[src/rtl/udma_ctrl_seq_pkg.sv]
// ----------------------------------------------------------------------------
// udma_ctrl_seq_pkg
// Shared definitions for the uDMA global control block: the word addresses of
// the configuration registers and the state type of the peripheral reset
// sequencer.
// ----------------------------------------------------------------------------
package udma_ctrl_seq_pkg;

    localparam logic [4:0] ADDR_CG         = 5'd0;
    localparam logic [4:0] ADDR_CG_SET     = 5'd1;
    localparam logic [4:0] ADDR_CG_CLR     = 5'd2;
    localparam logic [4:0] ADDR_RST        = 5'd3;
    localparam logic [4:0] ADDR_RST_LEN    = 5'd4;
    localparam logic [4:0] ADDR_EXT_HS     = 5'd5;
    localparam logic [4:0] ADDR_CFG_EVT    = 5'd6;  // first of N_EVT_CMP/4 words
    localparam logic [4:0] ADDR_EVT_STATUS = 5'd10;

    typedef enum logic [1:0] {
        ST_IDLE,
        ST_PULSE,
        ST_GUARD
    } rst_seq_state_t;

endpackage

[src/rtl/udma_ctrl_rst_seq.sv]
// ----------------------------------------------------------------------------
// udma_ctrl_rst_seq
// Timed peripheral reset sequencer. A launch request ORs its mask into the
// pending set; from IDLE the pending set becomes the active set, which is
// held in reset for max(rst_len_i,1) cycles (PULSE) and then kept clocked for
// GUARD_CYCLES more cycles (GUARD) before returning to IDLE.
// Ports:
//   clk_i, rstn_i   clock, synchronous active-low reset
//   launch_i        RST register write strobe
//   mask_i          peripheral mask of that write
//   rst_len_i       pulse length in cycles (0 treated as 1)
//   rst_value_o     active-high peripheral resets
//   force_o         peripherals whose clock must be forced on
//   mask_rd_o       active | pending, for register readback
//   busy_o          sequencer not idle or work pending
// ----------------------------------------------------------------------------
module udma_ctrl_rst_seq
    import udma_ctrl_seq_pkg::*;
#(
    parameter int N_PERIPHS    = 6,
    parameter int RST_CNT_W    = 8,
    parameter int GUARD_CYCLES = 2
) (
    input  logic                 clk_i,
    input  logic                 rstn_i,
    input  logic                 launch_i,
    input  logic [N_PERIPHS-1:0] mask_i,
    input  logic [RST_CNT_W-1:0] rst_len_i,
    output logic [N_PERIPHS-1:0] rst_value_o,
    output logic [N_PERIPHS-1:0] force_o,
    output logic [N_PERIPHS-1:0] mask_rd_o,
    output logic                 busy_o
);

    localparam int GW = (GUARD_CYCLES > 1) ? $clog2(GUARD_CYCLES) : 1;
    localparam logic [RST_CNT_W-1:0] CNT_ONE   = RST_CNT_W'(1);
    localparam logic [GW-1:0]        GUARD_ONE = GW'(1);
    localparam logic [GW-1:0]        GUARD_LD  = GW'(GUARD_CYCLES - 1);

    rst_seq_state_t       state_q, state_d;
    logic [RST_CNT_W-1:0] cnt_q, cnt_d;
    logic [GW-1:0]        guard_q, guard_d;
    logic [N_PERIPHS-1:0] active_q, active_d;
    logic [N_PERIPHS-1:0] pending_q, pending_d;
    logic [N_PERIPHS-1:0] pending_keep;

    always_ff @(posedge clk_i) begin
        if (!rstn_i) begin
            state_q   <= ST_IDLE;
            cnt_q     <= '0;
            guard_q   <= '0;
            active_q  <= '0;
            pending_q <= '0;
        end else begin
            state_q   <= state_d;
            cnt_q     <= cnt_d;
            guard_q   <= guard_d;
            active_q  <= active_d;
            pending_q <= pending_d;
        end
    end

    always_comb begin
        state_d      = state_q;
        cnt_d        = cnt_q;
        guard_d      = guard_q;
        active_d     = active_q;
        pending_keep = pending_q;
        unique case (state_q)
            ST_IDLE: begin
                if (|pending_q) begin
                    active_d     = pending_q;
                    pending_keep = '0;
                    cnt_d        = (rst_len_i == '0) ? '0 : rst_len_i - CNT_ONE;
                    state_d      = ST_PULSE;
                end
            end
            ST_PULSE: begin
                if (cnt_q == '0) begin
                    guard_d = GUARD_LD;
                    state_d = ST_GUARD;
                end else begin
                    cnt_d = cnt_q - CNT_ONE;
                end
            end
            ST_GUARD: begin
                if (guard_q == '0) begin
                    active_d = '0;
                    state_d  = ST_IDLE;
                end else begin
                    guard_d = guard_q - GUARD_ONE;
                end
            end
            default: state_d = ST_IDLE;
        endcase
        // Bits in the (next) active set are not queued again.
        pending_d = pending_keep | (launch_i ? (mask_i & ~active_d) : '0);
    end

    assign rst_value_o = (state_q == ST_PULSE) ? active_q : '0;
    assign force_o     = (state_q != ST_IDLE)  ? active_q : '0;
    assign mask_rd_o   = active_q | pending_q;
    assign busy_o      = (state_q != ST_IDLE) || (|pending_q);

endmodule

[src/rtl/udma_ctrl_seq.sv]
// ----------------------------------------------------------------------------
// udma_ctrl_seq
// uDMA global control: clock-gate register (full write or set/clear mask),
// timed peripheral reset pulses, external handshake enable and a bank of
// event-ID comparators with registered match pulses and sticky status.
// Ports:
//   clk_i, rstn_i          clock, synchronous active-low reset
//   cfg_*                  APB-style config access (reads combinational)
//   rst_value_o            per-peripheral reset, active-high
//   cg_value_o, cg_core_o  peripheral / core clock enables
//   ext_hs_en_o            external handshake enable
//   rst_busy_o             reset sequencer busy
//   event_*                event strobe/ID in, registered match pulses out
// ----------------------------------------------------------------------------
module udma_ctrl_seq
    import udma_ctrl_seq_pkg::*;
#(
    parameter int N_PERIPHS    = 6,
    parameter int N_EVT_CMP    = 4,
    parameter int EVT_W        = 8,
    parameter int RST_CNT_W    = 8,
    parameter int RST_LEN_DEF  = 16,
    parameter int GUARD_CYCLES = 2
) (
    input  logic                 clk_i,
    input  logic                 rstn_i,
    input  logic [31:0]          cfg_data_i,
    input  logic [4:0]           cfg_addr_i,
    input  logic                 cfg_valid_i,
    input  logic                 cfg_rwn_i,
    output logic [31:0]          cfg_data_o,
    output logic                 cfg_ready_o,
    output logic [N_PERIPHS-1:0] rst_value_o,
    output logic [N_PERIPHS-1:0] cg_value_o,
    output logic                 cg_core_o,
    output logic                 ext_hs_en_o,
    output logic                 rst_busy_o,
    input  logic                 event_valid_i,
    input  logic [EVT_W-1:0]     event_data_i,
    output logic                 event_ready_o,
    output logic [N_EVT_CMP-1:0] event_o
);

    localparam int N_EVT_WORDS = N_EVT_CMP / 4;

    logic [N_PERIPHS-1:0]            r_cg_q, r_cg_d;
    logic                            r_cg_core_q, r_cg_core_d;
    logic [RST_CNT_W-1:0]            rst_len_q, rst_len_d;
    logic                            ext_hs_q, ext_hs_d;
    logic [N_EVT_CMP-1:0][EVT_W-1:0] cmp_q, cmp_d;
    logic [N_EVT_CMP-1:0]            status_q, status_d;
    logic [N_EVT_CMP-1:0]            event_q;
    logic [N_EVT_CMP-1:0]            hits;

    logic                 wr;
    logic                 rst_launch;
    logic [N_PERIPHS-1:0] force_mask;
    logic [N_PERIPHS-1:0] rst_mask_rd;

    assign wr         = cfg_valid_i && !cfg_rwn_i;
    assign rst_launch = wr && (cfg_addr_i == ADDR_RST);

    udma_ctrl_rst_seq #(
        .N_PERIPHS    (N_PERIPHS),
        .RST_CNT_W    (RST_CNT_W),
        .GUARD_CYCLES (GUARD_CYCLES)
    ) u_rst_seq (
        .clk_i       (clk_i),
        .rstn_i      (rstn_i),
        .launch_i    (rst_launch),
        .mask_i      (cfg_data_i[N_PERIPHS-1:0]),
        .rst_len_i   (rst_len_q),
        .rst_value_o (rst_value_o),
        .force_o     (force_mask),
        .mask_rd_o   (rst_mask_rd),
        .busy_o      (rst_busy_o)
    );

    always_comb begin
        for (int i = 0; i < N_EVT_CMP; i++) begin
            hits[i] = event_valid_i && (event_data_i == cmp_q[i]);
        end
    end

    always_comb begin
        r_cg_d      = r_cg_q;
        r_cg_core_d = r_cg_core_q;
        rst_len_d   = rst_len_q;
        ext_hs_d    = ext_hs_q;
        cmp_d       = cmp_q;
        status_d    = status_q;
        if (wr) begin
            case (cfg_addr_i)
                ADDR_CG: begin
                    r_cg_d      = cfg_data_i[N_PERIPHS-1:0];
                    r_cg_core_d = cfg_data_i[31];
                end
                ADDR_CG_SET:     r_cg_d    = r_cg_q | cfg_data_i[N_PERIPHS-1:0];
                ADDR_CG_CLR:     r_cg_d    = r_cg_q & ~cfg_data_i[N_PERIPHS-1:0];
                ADDR_RST_LEN:    rst_len_d = cfg_data_i[RST_CNT_W-1:0];
                ADDR_EXT_HS:     ext_hs_d  = cfg_data_i[0];
                ADDR_EVT_STATUS: status_d  = status_q & ~cfg_data_i[N_EVT_CMP-1:0];
                default: begin
                    for (int w = 0; w < N_EVT_WORDS; w++) begin
                        if (cfg_addr_i == ADDR_CFG_EVT + 5'(w)) begin
                            for (int j = 0; j < 4; j++) begin
                                cmp_d[4*w+j] = cfg_data_i[8*j +: EVT_W];
                            end
                        end
                    end
                end
            endcase
        end
        // Applied after any W1C so a same-cycle hit keeps its bit set.
        status_d = status_d | hits;
    end

    always_ff @(posedge clk_i) begin
        if (!rstn_i) begin
            r_cg_q      <= '0;
            r_cg_core_q <= 1'b0;
            rst_len_q   <= RST_CNT_W'(RST_LEN_DEF);
            ext_hs_q    <= 1'b0;
            cmp_q       <= '0;
            status_q    <= '0;
            event_q     <= '0;
        end else begin
            r_cg_q      <= r_cg_d;
            r_cg_core_q <= r_cg_core_d;
            rst_len_q   <= rst_len_d;
            ext_hs_q    <= ext_hs_d;
            cmp_q       <= cmp_d;
            status_q    <= status_d;
            event_q     <= hits;
        end
    end

    always_comb begin
        cfg_data_o = '0;
        case (cfg_addr_i)
            ADDR_CG: begin
                cfg_data_o[N_PERIPHS-1:0] = r_cg_q;
                cfg_data_o[31]            = r_cg_core_q;
            end
            ADDR_RST:        cfg_data_o[N_PERIPHS-1:0] = rst_mask_rd;
            ADDR_RST_LEN:    cfg_data_o[RST_CNT_W-1:0] = rst_len_q;
            ADDR_EXT_HS:     cfg_data_o[0]             = ext_hs_q;
            ADDR_EVT_STATUS: cfg_data_o[N_EVT_CMP-1:0] = status_q;
            default: begin
                for (int w = 0; w < N_EVT_WORDS; w++) begin
                    if (cfg_addr_i == ADDR_CFG_EVT + 5'(w)) begin
                        for (int j = 0; j < 4; j++) begin
                            cfg_data_o[8*j +: EVT_W] = cmp_q[4*w+j];
                        end
                    end
                end
            end
        endcase
    end

    assign cg_value_o    = r_cg_q | force_mask;
    assign cg_core_o     = (|cg_value_o) | r_cg_core_q;
    assign ext_hs_en_o   = ext_hs_q;
    assign event_o       = event_q;
    assign cfg_ready_o   = 1'b1;
    assign event_ready_o = 1'b1;

endmodule

[config.mk]
export PLATFORM = sky130hd
export DESIGN_NAME = udma_ctrl_seq
export DESIGN_NICKNAME = d
export VERILOG_FILES = /design/src/rtl/udma_ctrl_seq_pkg.sv /design/src/rtl/udma_ctrl_rst_seq.sv /design/src/rtl/udma_ctrl_seq.sv
export SDC_FILE = /design/constraint.sdc
export NUM_CORES = 1
export LEC_CHECK = 0
export ABC_AREA = 1
export CAP_MARGIN = 20
export CORE_MARGIN = 3
export CORE_UTILIZATION = 58
export DETAILED_ROUTE_END_ITERATION = 10
export DONT_BUFFER_PORTS = 1
export PLACE_DENSITY = 0.78
export SLEW_MARGIN = 10
export SYNTH_ARGS = -nofsm -noshare
export SYNTH_HDL_FRONTEND = slang
export SYNTH_HIERARCHICAL = 1
export SYNTH_SLANG_ARGS = --single-unit
[constraint.sdc]
create_clock -name clk_i -period 1.7 [get_ports clk_i]
set_input_delay 0.255 -clock clk_i [delete_from_list [all_inputs] [get_ports clk_i]]
set_output_delay 0.255 -clock clk_i [all_outputs]
set_load 0.05 [all_outputs]
Word-level counts from Yosys, hierarchy flattened
Index checks and enable logic that the tools add are counted.
Widths: inputs -> output; s select.
{"block": "word_totals", "reg_bits": 79, "input_bits": 50, "out_inout_bits": 53, "wordCells": 108}
{"block": "op_classes", "n_addsub": 3, "n_eq_ne": 17, "muxes": 29, "bitwise": 13, "n_reduce_logical": 31}
{"operator": "$mux 6", "count": 7}
{"operator": "$eq 8x8->1", "count": 4}
{"operator": "$mux 32", "count": 1}
{"operator": "$mux 8", "count": 3}
{"operator": "$or 6x6->6", "count": 4}
{"operator": "$mux 23", "count": 1}
{"operator": "$pmux 6 s3", "count": 1}
{"operator": "$reduce_or 6->1", "count": 3}
{"operator": "$logic_not 8->1", "count": 2}
{"operator": "$pmux 8 s2", "count": 1}
{"operator": "$sub 8x1->8 const B", "count": 2}
{"operator": "$eq 5x3->1 const B", "count": 3}
{"operator": "$pmux 3 s5", "count": 1}
{"operator": "$and 6x6->6", "count": 2}
{"operator": "$not 6->6", "count": 2}
{"operator": "$pmux 6 s2", "count": 1}
{"operator": "$eq 5x2->1 const B", "count": 2}
{"operator": "$reduce_and 2->1", "count": 5}
{"operator": "$reduce_and 3->1", "count": 3}
{"operator": "$mux 4", "count": 2}
{"operator": "$pmux 2 s4", "count": 1}
{"operator": "$reduce_or 4->1", "count": 2}
{"operator": "$logic_and 1x1->1", "count": 6}
{"operator": "$mux 2", "count": 3}
{"operator": "25 further kinds", "count": 31}

Logic depth before layout (Yosys ltp)
{"block": "logic_depth", "word_depth": 7, "mapped_depth": 10, "ltp_nobuf": 10}

By module
Netlist, hierarchy kept.
{"module": "udma_ctrl_seq", "n_inst": 1, "cells_each": 462, "area_each_um2": 2982.9, "seq_area_each_um2": 1121.1}
{"module": "udma_ctrl_rst_seq", "n_inst": 1, "cells_each": 272, "area_each_um2": 1582.8, "seq_area_each_um2": 460.4}

Worst setup path before layout
No wires, ideal clock.
{"block": "synth_timing", "kind": "reg2out", "startpoint": "register u_rst_seq.state_q[1]", "endpoint": "output cg_core_o", "arrival_ps": 2010, "t_required_ps": 1445, "slack_ps": -565, "stages_incl_launch_ff": 8, "path_buffers": 1, "path_cell_list": "dfxtp_1 > nor2_1 > buf_4 > nor2_1 > inv_1 > nand2_1 > nor4_1 > nand4_1"}
{"block": "synth_via", "elab_chain_cells": 5}
{"element": "start, declared", "line": "udma_ctrl_rst_seq.sv:40", "text": "rst_seq_state_t state_q, state_d;"}
{"element": "start signal, assigned", "line": "udma_ctrl_rst_seq.sv:55", "text": "state_q <= state_d;"}
{"element": "$reduce_bool 2->1", "line": "udma_ctrl_rst_seq.sv:101", "text": "assign force_o = (state_q != ST_IDLE) ? active_q : '0;"}
{"element": "$mux 6", "line": "udma_ctrl_rst_seq.sv:101"}
{"element": "named net force_mask[4]", "line": "udma_ctrl_seq.sv:57", "text": "logic [N_PERIPHS-1:0] force_mask;"}
{"element": "$or 6x6->6", "line": "udma_ctrl_seq.sv:161", "text": "assign cg_value_o = r_cg_q | force_mask;"}
{"element": "named net cg_value_o[4]", "line": "udma_ctrl_seq.sv:34", "text": "output logic [N_PERIPHS-1:0] cg_value_o,"}
{"element": "$reduce_or 6->1", "line": "udma_ctrl_seq.sv:162", "text": "assign cg_core_o = (|cg_value_o) | r_cg_core_q;"}
{"element": "$or 1x1->1", "line": "udma_ctrl_seq.sv:162"}
{"element": "end, declared", "line": "udma_ctrl_seq.sv:35", "text": "output logic cg_core_o,"}
The timed path passes the listed nets, and every way through them passes these cells.

Final worst setup path
{"block": "layout_timing", "startpoint": "register u_rst_seq.state_q[1]", "endpoint": "output cg_core_o"}
{"block": "layout_via", "elab_chain_cells": 5}
{"element": "$reduce_bool 2->1", "line": "udma_ctrl_rst_seq.sv:101"}
{"element": "$mux 6", "line": "udma_ctrl_rst_seq.sv:101"}
{"element": "named net force_mask[2]", "line": "udma_ctrl_seq.sv:57"}
{"element": "$or 6x6->6", "line": "udma_ctrl_seq.sv:161"}
{"element": "$reduce_or 6->1", "line": "udma_ctrl_seq.sv:162"}
{"element": "$or 1x1->1", "line": "udma_ctrl_seq.sv:162"}
The timed path passes the listed nets, and every way through them passes these cells.

==> results.yml <==
finish:
  final_core_util_pct: 75.9
  n_antenna_cell: 0
  design_area_um2: 5650
  area_growth_syn_to_layout_pct: 23.8
  drive_gt1_share_pct: 19.6
  final_nets: 845
yosys:
  synthMuxAreaShare_pct: 0
  synthCells: 734
  synth_area_um2: 4570
  synth_top_family_by_area: "simple AND/OR/NAND/NOR gates"
  yosys.area_share.xor_xnor_pct: 1.92
  yosys.area_share.adder_pct: 0.822
  synth_compound_gate_area_share_pct: 14.7
  yosys_warnings: 6
  synth.distinct_cells: 35
  synth-simple-area-share_pct: 35.9
  syn_area_per_cell_um2: 6.22
  ys_seq_area_share_pct: 34.6
  ys_ff_latch: 79
power_and_ir_drop:
  pwr-share-clk_pct: 40.2
  p_sw_mw: 0.911
  power_leakage_nw: 2.51
  sequentialPowerShare_pct: 52.4
  comb_power_share_pct: 7.4
  p_sw_share_pct: 25.5
  ir_drop_mv: 0.719
  power_density_nw_per_um2: 633
  internal_power_mw: 2.67
sta:
  worst_slew_pin_slew_ns: 0.505
  setup_viol: 1
  final-hold-violation-count: 0
  setup_ws_ns: -0.251
  max_clock_freq_ghz: 0.513
  slew_viol_final: 0
  relSlewSlack_pct: 66.3
  finClkSkew_ns: 0.00596
  hold_slack_ns: 0.0210
  final.min_clock_period_ns: 1.95
  fin_setup_tns_ns: -0.251
  period_share_pct: 115
  rsz0062_at_grt: "yes"
route:
  ant_nets: 0
  vias: 4944
  via_per_inst: 5.52
  wl_per_cell_um: 14.8
  drt_wl_total_um: 13300
  drt_iter0_drc: 276
  drtPass1Iterations: 5
  drcViolationCount: 0
die:
  core-area_um2: 7450
  pin_count: 103
  die_x_um: 94.7
  fp.dieH_um: 94.7
  initial_utilization_pct: 61.3
  die_area_um2: 8970
  row_count: 31
worst_setup_path:
  critPathMaxFanout: 5
  cp_slowest_cell: "dfxtp_2"
  start_kind: "register"
  cp.required_ns: 1.44
  crit_chain: "nor2_4, nor2_1, or2_4, nor4_2, nand4_1, buf_6"
  arrival_ns: 1.70
  crit_path_end_kind: "output pin"
  critPathMaxStageDelay_ns: 0.34
  critPathKind: "register to output pin"
grt:
  grt-ovfl-total: 0
  grt_max_degree: 53
  grt_first_pass_wirelength_um: 21400
  grt_pass1_vias: 4647
  track_usage_pct: 30.1
  antenna_found_initial: 0
clock_tree:
  cts.clk_slew.worst_paths_ns: 0.08
  clock_path_buffers: 2
  numCtsBuffers: 9
  cts.htree.levels: 3
  cts_tree: "done"
  cts_root_buf: "clkbuf_8"
  numClockSinks: 79
  insertion_delay_ns: 0.36
placed_design:
  hpwl_um: 9890
  io_buffer_count: 0
  dpl_cell_area_um2: 5300
  gp_congestion: 0.901
run_status:
  violations: "negative setup slack"
  status: "finished, violations left"
run:
  max-cap-violations: 0
worst_hold_path:
  min_path_type: "primary input to register"
-- state kept, by name (all words and copies together) (netlist names) --
signal	cells
u_rst_seq/guard_q	1
u_rst_seq/state_q	2
event_o	4
cmp_q	32
status_q	4
u_rst_seq/pending_q	6
rst_len_q	8
u_rst_seq/active_q	6
u_rst_seq/cnt_q	8
r_cg_q	6
ext_hs_en_o	1
r_cg_core_q	1
-- metal layers --
layer	wire, µm	up-vias	global-route usage, %	part of all wire [%]
li1	-	2439	-	-
met1	5160	2231	34.8	39
met2	6470	225	51.0	49
met3	1240	49	9.72	9.3
met4	428	0	12.9	3.2
met5	0	-	0	0
-- worst max-delay path, delay by kind of cell (launching register included) --
kind                   cells  cell delay (ns)
buffers and inverters      1             0.18
flip-flops                 1             0.34
AND/OR/NAND/NOR            5             0.82
-- layout make-up --
cell class                 instances  area [µm²]
clock buffer                      11         141
timing repair buffer              67         744
inverter                         115         449
tap                               99         124
multi-input combinational        520        2550
clock inverter                     5        57.6
sequential                        79        1590
fill                             611        1800
-- cells in the final DEF (no fill, tap or decap), drive strengths merged --
cell | synthesis | final
a211oi | 4 | 4
a21oi | 54 | 54
a22o | 1 | 1
buf | 10 | 66
bufinv | 0 | 1
clkbuf | 11 | 11
clkinv | 1 | 2
clkinvlp | 0 | 3
conb | 1 | 2
dfxtp | 79 | 79
dlygate4sd3 | 0 | 1
ha | 3 | 3
inv | 114 | 114
nand2 | 185 | 185
nand3 | 59 | 59
nand3b | 1 | 1
nand4 | 10 | 10
nor2 | 109 | 109
nor3 | 10 | 10
nor3b | 1 | 1
nor4 | 1 | 1
o2111ai | 1 | 1
o211ai | 2 | 2
o21ai | 57 | 57
o21bai | 2 | 2
o22ai | 4 | 4
or2 | 4 | 4
xnor2 | 2 | 2
xor2 | 8 | 8
-- cells in the mapped netlist (all sizes together) --
cell type	instances	share of area, %
xor2	8	1.5
nor4	1	0.14
or2	4	0.55
clkbuf	11	0.90
dfxtp	79	35
clkinv	1	0.19
ha	3	0.82
o21bai	2	0.33
nand2	185	16
buf	10	1.5
conb	1	0.082
nand4	10	1.4
o2111ai	1	0.19
o21ai	57	6.5
o22ai	4	0.55
nor3b	1	0.16
inv	114	9.4
nor3	10	1.4
xnor2	2	0.38
a21oi	54	5.9
nand3	59	6.5
nor2	109	9.9
a211oi	4	0.66
a22o	1	0.19
o211ai	2	0.33
nand3b	1	0.16
-- stage by stage --
stage	total power, mW	instances	worst slack [ns]
after detailed placement	2.17	871	0.117
after CTS	3.58	894	-0.190
after global placement	2.16	871	0.132
after global routing	3.70	896	-0.363
final	3.58	896	-0.251
after floorplan	2.13	735	-0.339
-- worst paths after layout --
kind         slack [ns]                         startpoint  cells past startpoint                               to
min                0.02                             rstn_i                      2  u_rst_seq/cnt_q[0]$_SDFFE_PN0P_
min reg2reg        0.48             r_cg_q[4]$_SDFFE_PN0P_                      2           r_cg_q[4]$_SDFFE_PN0P_
max               -0.25  u_rst_seq/state_q[1]$_SDFFE_PN0P_                      6                        cg_core_o
max reg2reg        0.20    u_rst_seq/cnt_q[0]$_SDFFE_PN0P_                      7  u_rst_seq/cnt_q[3]$_SDFFE_PN0P_
-- power by group through the flow --
stage	Combinational (mW)	Sequential, mW	Clock (mW)
2_1_floorplan	0.215	1.91	0
3_3_place_gp	0.244	1.92	0
3_5_place_dp	0.251	1.92	0
4_1_cts	0.260	1.87	1.45
5_1_grt	0.296	1.88	1.52
6_report	0.266	1.87	1.44
-- logic make-up (layout without fill, tap and decap cells) --
family | after synthesis | after routing
AO/OA/AOI/OAI | 125 | 125
XOR/XNOR | 10 | 10
adder cells (fa/ha/maj) | 3 | 3
buffers and inverters | 136 | 198
flip-flops | 79 | 79
other | 1 | 2
AND/OR/NAND/NOR | 380 | 380
-- timing repair --
| item | in CTS | in global routing |
|---|---|---|
| gates resized for setup | 14 | 26 |
| buffers inserted | 6 | 3 |
| hold buffers | 1 | 0 |
| endpoints found under the setup margin | 12 | 9 |
| hold endpoints to repair | 1 | 0 |
| pin swaps | 7 | 9 |
(Power assumes the default switching activity.)
